## src/rtl/mc_pkg.sv

```systemverilog
// Shared types and constants for the multicycle ARM-style control unit.
// States, ALU commands, condition codes and the control-word payload.
package mc_pkg;

  localparam int unsigned STATE_W = 4;
  localparam int unsigned COND_W  = 4;
  localparam int unsigned FLAGS_W = 4;
  localparam int unsigned CMD_W   = 4;
  localparam int unsigned OP_W    = 2;
  localparam int unsigned FUNCT_W = 6;
  localparam int unsigned REG_W   = 4;

  // Flag bit positions inside {N,Z,C,V}
  localparam int unsigned FLAG_C = 1;

  localparam logic [OP_W-1:0] OP_DP  = 2'b00;
  localparam logic [OP_W-1:0] OP_MEM = 2'b01;
  localparam logic [OP_W-1:0] OP_BR  = 2'b10;

  localparam logic [1:0] SRCB_REG  = 2'b00;
  localparam logic [1:0] SRCB_IMM  = 2'b01;
  localparam logic [1:0] SRCB_FOUR = 2'b10;

  localparam logic [1:0] RES_ALUOUT = 2'b00;
  localparam logic [1:0] RES_DATA   = 2'b01;
  localparam logic [1:0] RES_ALU    = 2'b10;

  typedef enum logic [STATE_W-1:0] {
    S_FETCH  = 4'd0,
    S_DECODE = 4'd1,
    S_MEMADR = 4'd2,
    S_MEMRD  = 4'd3,
    S_MEMWB  = 4'd4,
    S_MEMWR  = 4'd5,
    S_EXECR  = 4'd6,
    S_EXECI  = 4'd7,
    S_ALUWB  = 4'd8,
    S_BRANCH = 4'd9
  } state_e;

  typedef enum logic [CMD_W-1:0] {
    ALU_AND = 4'b0000, ALU_EOR = 4'b0001, ALU_SUB = 4'b0010, ALU_RSB = 4'b0011,
    ALU_ADD = 4'b0100, ALU_ADC = 4'b0101, ALU_SBC = 4'b0110, ALU_RSC = 4'b0111,
    ALU_TST = 4'b1000, ALU_TEQ = 4'b1001, ALU_CMP = 4'b1010, ALU_CMN = 4'b1011,
    ALU_ORR = 4'b1100, ALU_MOV = 4'b1101, ALU_BIC = 4'b1110, ALU_MVN = 4'b1111
  } alu_cmd_e;

  typedef enum logic [COND_W-1:0] {
    COND_EQ = 4'b0000, COND_NE = 4'b0001, COND_CS = 4'b0010, COND_CC = 4'b0011,
    COND_MI = 4'b0100, COND_PL = 4'b0101, COND_VS = 4'b0110, COND_VC = 4'b0111,
    COND_HI = 4'b1000, COND_LS = 4'b1001, COND_GE = 4'b1010, COND_LT = 4'b1011,
    COND_GT = 4'b1100, COND_LE = 4'b1101, COND_AL = 4'b1110, COND_NV = 4'b1111
  } cond_e;

  typedef struct packed {
    logic             pc_write;
    logic             ir_write;
    logic             reg_write;
    logic             mem_write;
    logic             adr_src;
    logic             alu_src_a;
    logic [1:0]       alu_src_b;
    logic [1:0]       result_src;
    logic [CMD_W-1:0] alu_control;
  } ctrl_t;

endpackage

```

## src/rtl/mc_controller_if.sv

```systemverilog
// Instruction fields and ALU flags in, datapath enables/selects out.
// The master side is the datapath (or bench); the slave side is the controller.
interface mc_controller_if;
  import mc_pkg::*;

  logic [COND_W-1:0]  Cond;
  logic [OP_W-1:0]    Op;
  logic [FUNCT_W-1:0] Funct;
  logic [REG_W-1:0]   Rd;
  logic [FLAGS_W-1:0] ALUFlags;

  logic               PCWrite;
  logic               IRWrite;
  logic               RegWrite;
  logic               MemWrite;
  logic               AdrSrc;
  logic               ALUSrcA;
  logic [1:0]         ALUSrcB;
  logic [1:0]         ResultSrc;
  logic [1:0]         ImmSrc;
  logic [1:0]         RegSrc;
  logic [CMD_W-1:0]   ALUControl;
  logic               PrevC;
  logic [STATE_W-1:0] State;

  modport master (
    output Cond, Op, Funct, Rd, ALUFlags,
    input  PCWrite, IRWrite, RegWrite, MemWrite, AdrSrc, ALUSrcA,
           ALUSrcB, ResultSrc, ImmSrc, RegSrc, ALUControl, PrevC, State
  );

  modport slave (
    input  Cond, Op, Funct, Rd, ALUFlags,
    output PCWrite, IRWrite, RegWrite, MemWrite, AdrSrc, ALUSrcA,
           ALUSrcB, ResultSrc, ImmSrc, RegSrc, ALUControl, PrevC, State
  );
endinterface

```

## src/rtl/cond_check.sv

```systemverilog
// ARM condition-field evaluation against the stored {N,Z,C,V} flags.
module cond_check
  import mc_pkg::*;
(
  input  logic [COND_W-1:0]  Cond,
  input  logic [FLAGS_W-1:0] Flags,
  output logic               CondEx
);

  logic n, z, c, v;
  assign {n, z, c, v} = Flags;

  always_comb begin
    CondEx = 1'b0;
    case (cond_e'(Cond))
      COND_EQ: CondEx = z;
      COND_NE: CondEx = ~z;
      COND_CS: CondEx = c;
      COND_CC: CondEx = ~c;
      COND_MI: CondEx = n;
      COND_PL: CondEx = ~n;
      COND_VS: CondEx = v;
      COND_VC: CondEx = ~v;
      COND_HI: CondEx = c & ~z;
      COND_LS: CondEx = ~c | z;
      COND_GE: CondEx = ~(n ^ v);
      COND_LT: CondEx = n ^ v;
      COND_GT: CondEx = ~z & ~(n ^ v);
      COND_LE: CondEx = z | (n ^ v);
      COND_AL: CondEx = 1'b1;
      default: CondEx = 1'b0;
    endcase
  end

endmodule

```

## src/rtl/mc_controller.sv

```systemverilog
// Multicycle Moore control FSM with a conditionally-updated flags register.
// Outputs decode from the current state; only write enables depend on CondEx.
module mc_controller
  import mc_pkg::*;
(
  input  logic            clk,
  input  logic            reset,
  mc_controller_if.slave  bus
);

  state_e              state_q, state_d;
  logic [FLAGS_W-1:0]  flags_q, flags_d;
  ctrl_t               ctrl_c;
  logic                cond_ex;
  logic [CMD_W-1:0]    cmd;
  logic                is_imm, is_load, is_up, set_flags, no_write, rd_pc;

  assign cmd       = bus.Funct[4:1];
  assign is_imm    = bus.Funct[5];
  assign is_up     = bus.Funct[3];
  assign is_load   = bus.Funct[0];
  assign set_flags = bus.Funct[0];
  // TST/TEQ/CMP/CMN share the 10xx command pattern and never write Rd
  assign no_write  = (cmd[3:2] == 2'b10);
  assign rd_pc     = (bus.Rd == REG_W'(15));

  cond_check u_cond_check (
    .Cond   (bus.Cond),
    .Flags  (flags_q),
    .CondEx (cond_ex)
  );

  always_ff @(posedge clk or posedge reset) begin
    if (reset) begin
      state_q <= S_FETCH;
      flags_q <= '0;
    end else begin
      state_q <= state_d;
      flags_q <= flags_d;
    end
  end

  assign flags_d = ((state_q == S_EXECR || state_q == S_EXECI) && set_flags && cond_ex)
                   ? bus.ALUFlags : flags_q;

  // Next state and per-state control word
  always_comb begin
    state_d = S_FETCH;
    ctrl_c  = '0;
    case (state_q)
      S_FETCH: begin
        state_d            = S_DECODE;
        ctrl_c.ir_write    = 1'b1;
        ctrl_c.pc_write    = 1'b1;
        ctrl_c.alu_src_a   = 1'b1;
        ctrl_c.alu_src_b   = SRCB_FOUR;
        ctrl_c.alu_control = ALU_ADD;
        ctrl_c.result_src  = RES_ALU;
      end
      S_DECODE: begin
        ctrl_c.alu_src_a   = 1'b1;
        ctrl_c.alu_src_b   = SRCB_FOUR;
        ctrl_c.alu_control = ALU_ADD;
        ctrl_c.result_src  = RES_ALU;
        case (bus.Op)
          OP_DP:   state_d = is_imm ? S_EXECI : S_EXECR;
          OP_MEM:  state_d = S_MEMADR;
          OP_BR:   state_d = S_BRANCH;
          default: state_d = S_FETCH;
        endcase
      end
      S_MEMADR: begin
        state_d            = is_load ? S_MEMRD : S_MEMWR;
        ctrl_c.alu_src_b   = SRCB_IMM;
        ctrl_c.alu_control = is_up ? ALU_ADD : ALU_SUB;
      end
      S_MEMRD: begin
        state_d        = S_MEMWB;
        ctrl_c.adr_src = 1'b1;
      end
      S_MEMWR: begin
        ctrl_c.adr_src   = 1'b1;
        ctrl_c.mem_write = cond_ex;
      end
      S_MEMWB: begin
        ctrl_c.result_src = RES_DATA;
        ctrl_c.reg_write  = cond_ex & ~rd_pc;
        ctrl_c.pc_write   = cond_ex & rd_pc;
      end
      S_EXECR: begin
        state_d            = S_ALUWB;
        ctrl_c.alu_src_b   = SRCB_REG;
        ctrl_c.alu_control = cmd;
      end
      S_EXECI: begin
        state_d            = S_ALUWB;
        ctrl_c.alu_src_b   = SRCB_IMM;
        ctrl_c.alu_control = cmd;
      end
      S_ALUWB: begin
        ctrl_c.result_src = RES_ALUOUT;
        ctrl_c.reg_write  = cond_ex & ~rd_pc & ~no_write;
        ctrl_c.pc_write   = cond_ex & rd_pc & ~no_write;
      end
      S_BRANCH: begin
        ctrl_c.alu_src_b   = SRCB_IMM;
        ctrl_c.alu_control = ALU_ADD;
        ctrl_c.result_src  = RES_ALU;
        ctrl_c.pc_write    = cond_ex;
      end
      default: state_d = S_FETCH;
    endcase
  end

  assign bus.PCWrite    = ctrl_c.pc_write;
  assign bus.IRWrite    = ctrl_c.ir_write;
  assign bus.RegWrite   = ctrl_c.reg_write;
  assign bus.MemWrite   = ctrl_c.mem_write;
  assign bus.AdrSrc     = ctrl_c.adr_src;
  assign bus.ALUSrcA    = ctrl_c.alu_src_a;
  assign bus.ALUSrcB    = ctrl_c.alu_src_b;
  assign bus.ResultSrc  = ctrl_c.result_src;
  assign bus.ALUControl = ctrl_c.alu_control;
  assign bus.ImmSrc     = bus.Op;
  assign bus.RegSrc     = {bus.Op == OP_MEM, bus.Op == OP_BR};
  assign bus.PrevC      = flags_q[FLAG_C];
  assign bus.State      = state_q;

endmodule

```

## src/flat_wrapper.sv

```systemverilog
// flat-port wrapper written by rule: the top's interface ports become plain ports
module mc_controller_flat import mc_pkg::*;
  (clk, reset, bus_Cond, bus_Op, bus_Funct, bus_Rd, bus_ALUFlags, bus_PCWrite, bus_IRWrite, bus_RegWrite, bus_MemWrite, bus_AdrSrc, bus_ALUSrcA, bus_ALUSrcB, bus_ResultSrc, bus_ImmSrc, bus_RegSrc, bus_ALUControl, bus_PrevC, bus_State);
  mc_controller_if bus_i ();
  input  logic clk;
  input  logic reset;
  input wire logic [$bits(bus_i.Cond)-1:0] bus_Cond;
  input wire logic [$bits(bus_i.Op)-1:0] bus_Op;
  input wire logic [$bits(bus_i.Funct)-1:0] bus_Funct;
  input wire logic [$bits(bus_i.Rd)-1:0] bus_Rd;
  input wire logic [$bits(bus_i.ALUFlags)-1:0] bus_ALUFlags;
  output wire logic [$bits(bus_i.PCWrite)-1:0] bus_PCWrite;
  output wire logic [$bits(bus_i.IRWrite)-1:0] bus_IRWrite;
  output wire logic [$bits(bus_i.RegWrite)-1:0] bus_RegWrite;
  output wire logic [$bits(bus_i.MemWrite)-1:0] bus_MemWrite;
  output wire logic [$bits(bus_i.AdrSrc)-1:0] bus_AdrSrc;
  output wire logic [$bits(bus_i.ALUSrcA)-1:0] bus_ALUSrcA;
  output wire logic [$bits(bus_i.ALUSrcB)-1:0] bus_ALUSrcB;
  output wire logic [$bits(bus_i.ResultSrc)-1:0] bus_ResultSrc;
  output wire logic [$bits(bus_i.ImmSrc)-1:0] bus_ImmSrc;
  output wire logic [$bits(bus_i.RegSrc)-1:0] bus_RegSrc;
  output wire logic [$bits(bus_i.ALUControl)-1:0] bus_ALUControl;
  output wire logic [$bits(bus_i.PrevC)-1:0] bus_PrevC;
  output wire logic [$bits(bus_i.State)-1:0] bus_State;
  assign bus_i.Cond = bus_Cond;
  assign bus_i.Op = bus_Op;
  assign bus_i.Funct = bus_Funct;
  assign bus_i.Rd = bus_Rd;
  assign bus_i.ALUFlags = bus_ALUFlags;
  assign bus_PCWrite = bus_i.PCWrite;
  assign bus_IRWrite = bus_i.IRWrite;
  assign bus_RegWrite = bus_i.RegWrite;
  assign bus_MemWrite = bus_i.MemWrite;
  assign bus_AdrSrc = bus_i.AdrSrc;
  assign bus_ALUSrcA = bus_i.ALUSrcA;
  assign bus_ALUSrcB = bus_i.ALUSrcB;
  assign bus_ResultSrc = bus_i.ResultSrc;
  assign bus_ImmSrc = bus_i.ImmSrc;
  assign bus_RegSrc = bus_i.RegSrc;
  assign bus_ALUControl = bus_i.ALUControl;
  assign bus_PrevC = bus_i.PrevC;
  assign bus_State = bus_i.State;
  mc_controller u_core (.clk(clk), .reset(reset), .bus(bus_i));
endmodule
```

## config.mk

```make
export PLATFORM = sky130hd
export DESIGN_NAME = mc_controller_flat
export DESIGN_NICKNAME = d
export VERILOG_FILES = /design/src/rtl/mc_pkg.sv /design/src/rtl/mc_controller_if.sv /design/src/rtl/cond_check.sv /design/src/rtl/mc_controller.sv /design/src/flat_wrapper.sv
export SDC_FILE = /design/constraint.sdc
export NUM_CORES = 1
export LEC_CHECK = 0
export CAP_MARGIN = 10
export CORE_UTILIZATION = 40
export CTS_CLUSTER_DIAMETER = 80
export DETAILED_ROUTE_END_ITERATION = 8
export HOLD_SLACK_MARGIN = 0.06
export PLACE_DENSITY_LB_ADDON = 0.08
export SYNTH_ARGS = -nofsm -noshare
export SYNTH_HDL_FRONTEND = slang
export SYNTH_SLANG_ARGS = --single-unit
```

## constraint.sdc

```tcl
create_clock -name clk -period 3.81 [get_ports clk]
set_input_delay 0.762 -clock clk [delete_from_list [all_inputs] [get_ports clk]]
set_output_delay 0.762 -clock clk [all_outputs]
set_load 0.05 [all_outputs]
```

==> reports/results.ini, run 1 <==
[power_and_ir_drop]
power_density_nw_per_um2=821
p_leak_nw=0.504
ir_drop_mv=0.669

[timing]
grt_setup_unrepaired=no
slew_headroom_pct=63.0
setup_viol=0
hold_viol_final=0
hold_slack_ns=0.582
worst_pin_slew_ns=0.554
finalSetupTns_ns=0
drv_slew=0
post-route-min-period_ns=3.54
clock.fmax_mhz=282
finClkSkew_ns=0.00563
fin_crit_sh_pct=93.0

[synthesis]
synth_compound_area_share_pct=20.2
avgSynthCellArea_um2=7.81
yosys_register_bits=8
synthAdderAreaFrac_pct=0
synth_top_family_by_area=simple AND/OR/NAND/NOR gates
dominantRegCellSynth=dfrtp_1
yosysUniqueCellTypes=34
synthArstFlopShare_pct=100
synth-xor-area-share_pct=5.66
synth_edf_count=0
synth_mux_area_share_pct=7.12
yosysSeqAreaShare_pct=25.9
syn_nets=121
syn_inst=99
synth_area_um2=773
ys_warn_count=0
yosys.area_share.simple_pct=34.6

[setup_path]
required_ns=3.05
cp.arrival_ns=2.78
critPathCaptureType=output pin
rr_worst_depth=5
path_class=input pin to output pin
r2r_slack_ns=1.87
startpoint_type=input pin
cp-endpoint=bus_RegWrite
r2r_start=u_core.flags_q[0]
crit_fanout=8
timing.rr.end=u_core.flags_q[3]
setup.worst_path.start=bus_Cond[3]

[place]
finalWeightedCongestion=0.815
placed_cells_incl_taps=160
dpl.hpwl_um=1510
numPortBuffers=44

[clocking]
htree_levels=1
cts_inserted_buffers=3
cts_setup_buffers=0
clock_path_buffers=2
cts_sinks=8
hold_buffers=0
post_cts_resized=0
clock_latency_ns=0.25
cts_tree=built
path_clk_slew_ns=0.05
cts_root_buffer=clkbuf_4

[route]
drtPass1Iterations=4
dr.first_iter.drc_count=18
drt-wirelength-per-cell_um=11.9
via_per_inst=5.25
vias=855
ant_nets=0
routed_wl_um=1940
drcViolationCount=0

[global_route]
grt_use_total_pct=20.6
gr-total-overflow=0
grt_pass1_wl_um=3170
antenna_found_initial=0
grt_max_degree=22
grt_pass1_vias=737

[worst_hold_path]
min_path_type=flop to flop

[floorplan]
num_rows=15
dieHeight_um=46.0
die_w_um=46.0
dieArea_um2=2110
initial_core_util_pct=43.8
core_um2=1760
ios=45

[cells_and_area]
most-common-layout-cells=41 x clkdlybuf4s50_1, 8 x nand2_1, 8 x dfrtp_1, 7 x nor3_1
area_growth_pct=62.8
antenna_cells=0
layout_commonest_cell=clkdlybuf4s50_1
fin_cells=163
fin_nets=162
drive_gt1_share_pct=8.70

[run]
maxCapViolCount=0

[status]
status=finished clean

[cell usage after synthesis, drive strengths merged (3+ instances only)]
cell,instances,area (um2)
nand3b,3,22.5
nand2,8,30.0
nand2b,6,37.5
a21oi,4,20.0
clkbuf,5,18.8
nor3b,3,22.5
mux2,4,45.0
and3,3,18.8
buf,3,20.0
nor2b,6,37.5
o21ai,5,25.0
nor2,6,22.5
xor2,4,35.0
inv,3,11.3
a21boi,3,22.5
dfrtp,8,200
nor3,7,35.0
[registers in the layout, summed over array words and instances (netlist names)]
name / flops
u_core.flags_q: 4
u_core.bus.State: 4
[worst max-delay path, stage by stage]
cell and delay [ns]:
clkdlybuf4s50_1 0.62, nand3b_1 0.12, o2bb2ai_1 0.19, mux2i_1 0.36, nor3_1 0.15, nor3b_1 0.39
buf_12 0.19
[cell families after synthesis]
kind of cell,count (synthesis)
XOR/XNOR,5
buffers and inverters,11
multiplexers,5
flip-flops,8
AO/OA/AOI/OAI,22
AND/OR/NAND/NOR,48
[where the power goes]
part | switching, W | internal, W | total, W
logic | 0.000476 | 0.000295 | 0.000771
clock network | 0.0000257 | 0.0000358 | 0.0000615
registers | 0.0000868 | 0.000114 | 0.000201
total | 0.000589 | 0.000444 | 0.00103
[through the flow]
| step | area (um2) | utilization, % | power [W] | worst slack, ns |
|---|---|---|---|---|
| floorplan | 773 | - | 0.000709 | 0.0309 |
| global placement | 1240 | 70.1 | 0.000967 | 0.386 |
| detailed placement | 1240 | 70.1 | 0.000977 | 0.285 |
| CTS | 1260 | 71.3 | 0.00104 | 0.252 |
| global route | 1260 | 71.3 | 0.00110 | 0.102 |
| finish | 1260 | 71.3 | 0.00103 | 0.267 |
[per-layer routing]
| layer | GRT usage (%) | vias to the layer above | wire length [um] |
|---|---|---|---|
| met1 | 26.8 | 390 | 856 |
| met2 | 33.0 | 27 | 986 |
| met5 | 0 | - | 0 |
| li1 | - | 436 | - |
| met3 | 3.97 | 2 | 82 |
| met4 | 8.82 | 0 | 17 |
[area by class of cell]
cell class,count,area [um2]
clock buffer,3,22.5
inverter,3,11.3
sequential,8,200
timing repair buffer,44,470
multi-input combinational,80,523
tap,25,31.3
fill,150,505
[worst min path at each step]
| stage | from | to | depth (start not counted) |
|---|---|---|---|
| 6_report | u_core.flags_q[1] | u_core.flags_q[1] | 1 |
| 5_1_grt | u_core.flags_q[1] | u_core.flags_q[1] | 1 |
| 4_1_cts | u_core.flags_q[1] | u_core.flags_q[1] | 1 |
| 3_5_place_dp | u_core.flags_q[1] | u_core.flags_q[1] | 1 |
| 3_3_place_gp | u_core.flags_q[1] | u_core.flags_q[1] | 1 |
| 2_1_floorplan | u_core.flags_q[2] | u_core.flags_q[2] | 1 |
Note: power is estimated with default switching activity, not from simulation.
==> run 2: changes to the inputs <==
--- a/config.mk
+++ b/config.mk
@@ -11,6 +11,7 @@
 export DETAILED_ROUTE_END_ITERATION = 8
 export HOLD_SLACK_MARGIN = 0.06
 export PLACE_DENSITY_LB_ADDON = 0.08
+export SKIP_LAST_GASP = 1
 export SYNTH_ARGS = -nofsm -noshare
 export SYNTH_HDL_FRONTEND = slang
 export SYNTH_SLANG_ARGS = --single-unit
==> results of run 2 <==
The final DEF is identical to that of run 1; final timing and power are the same.
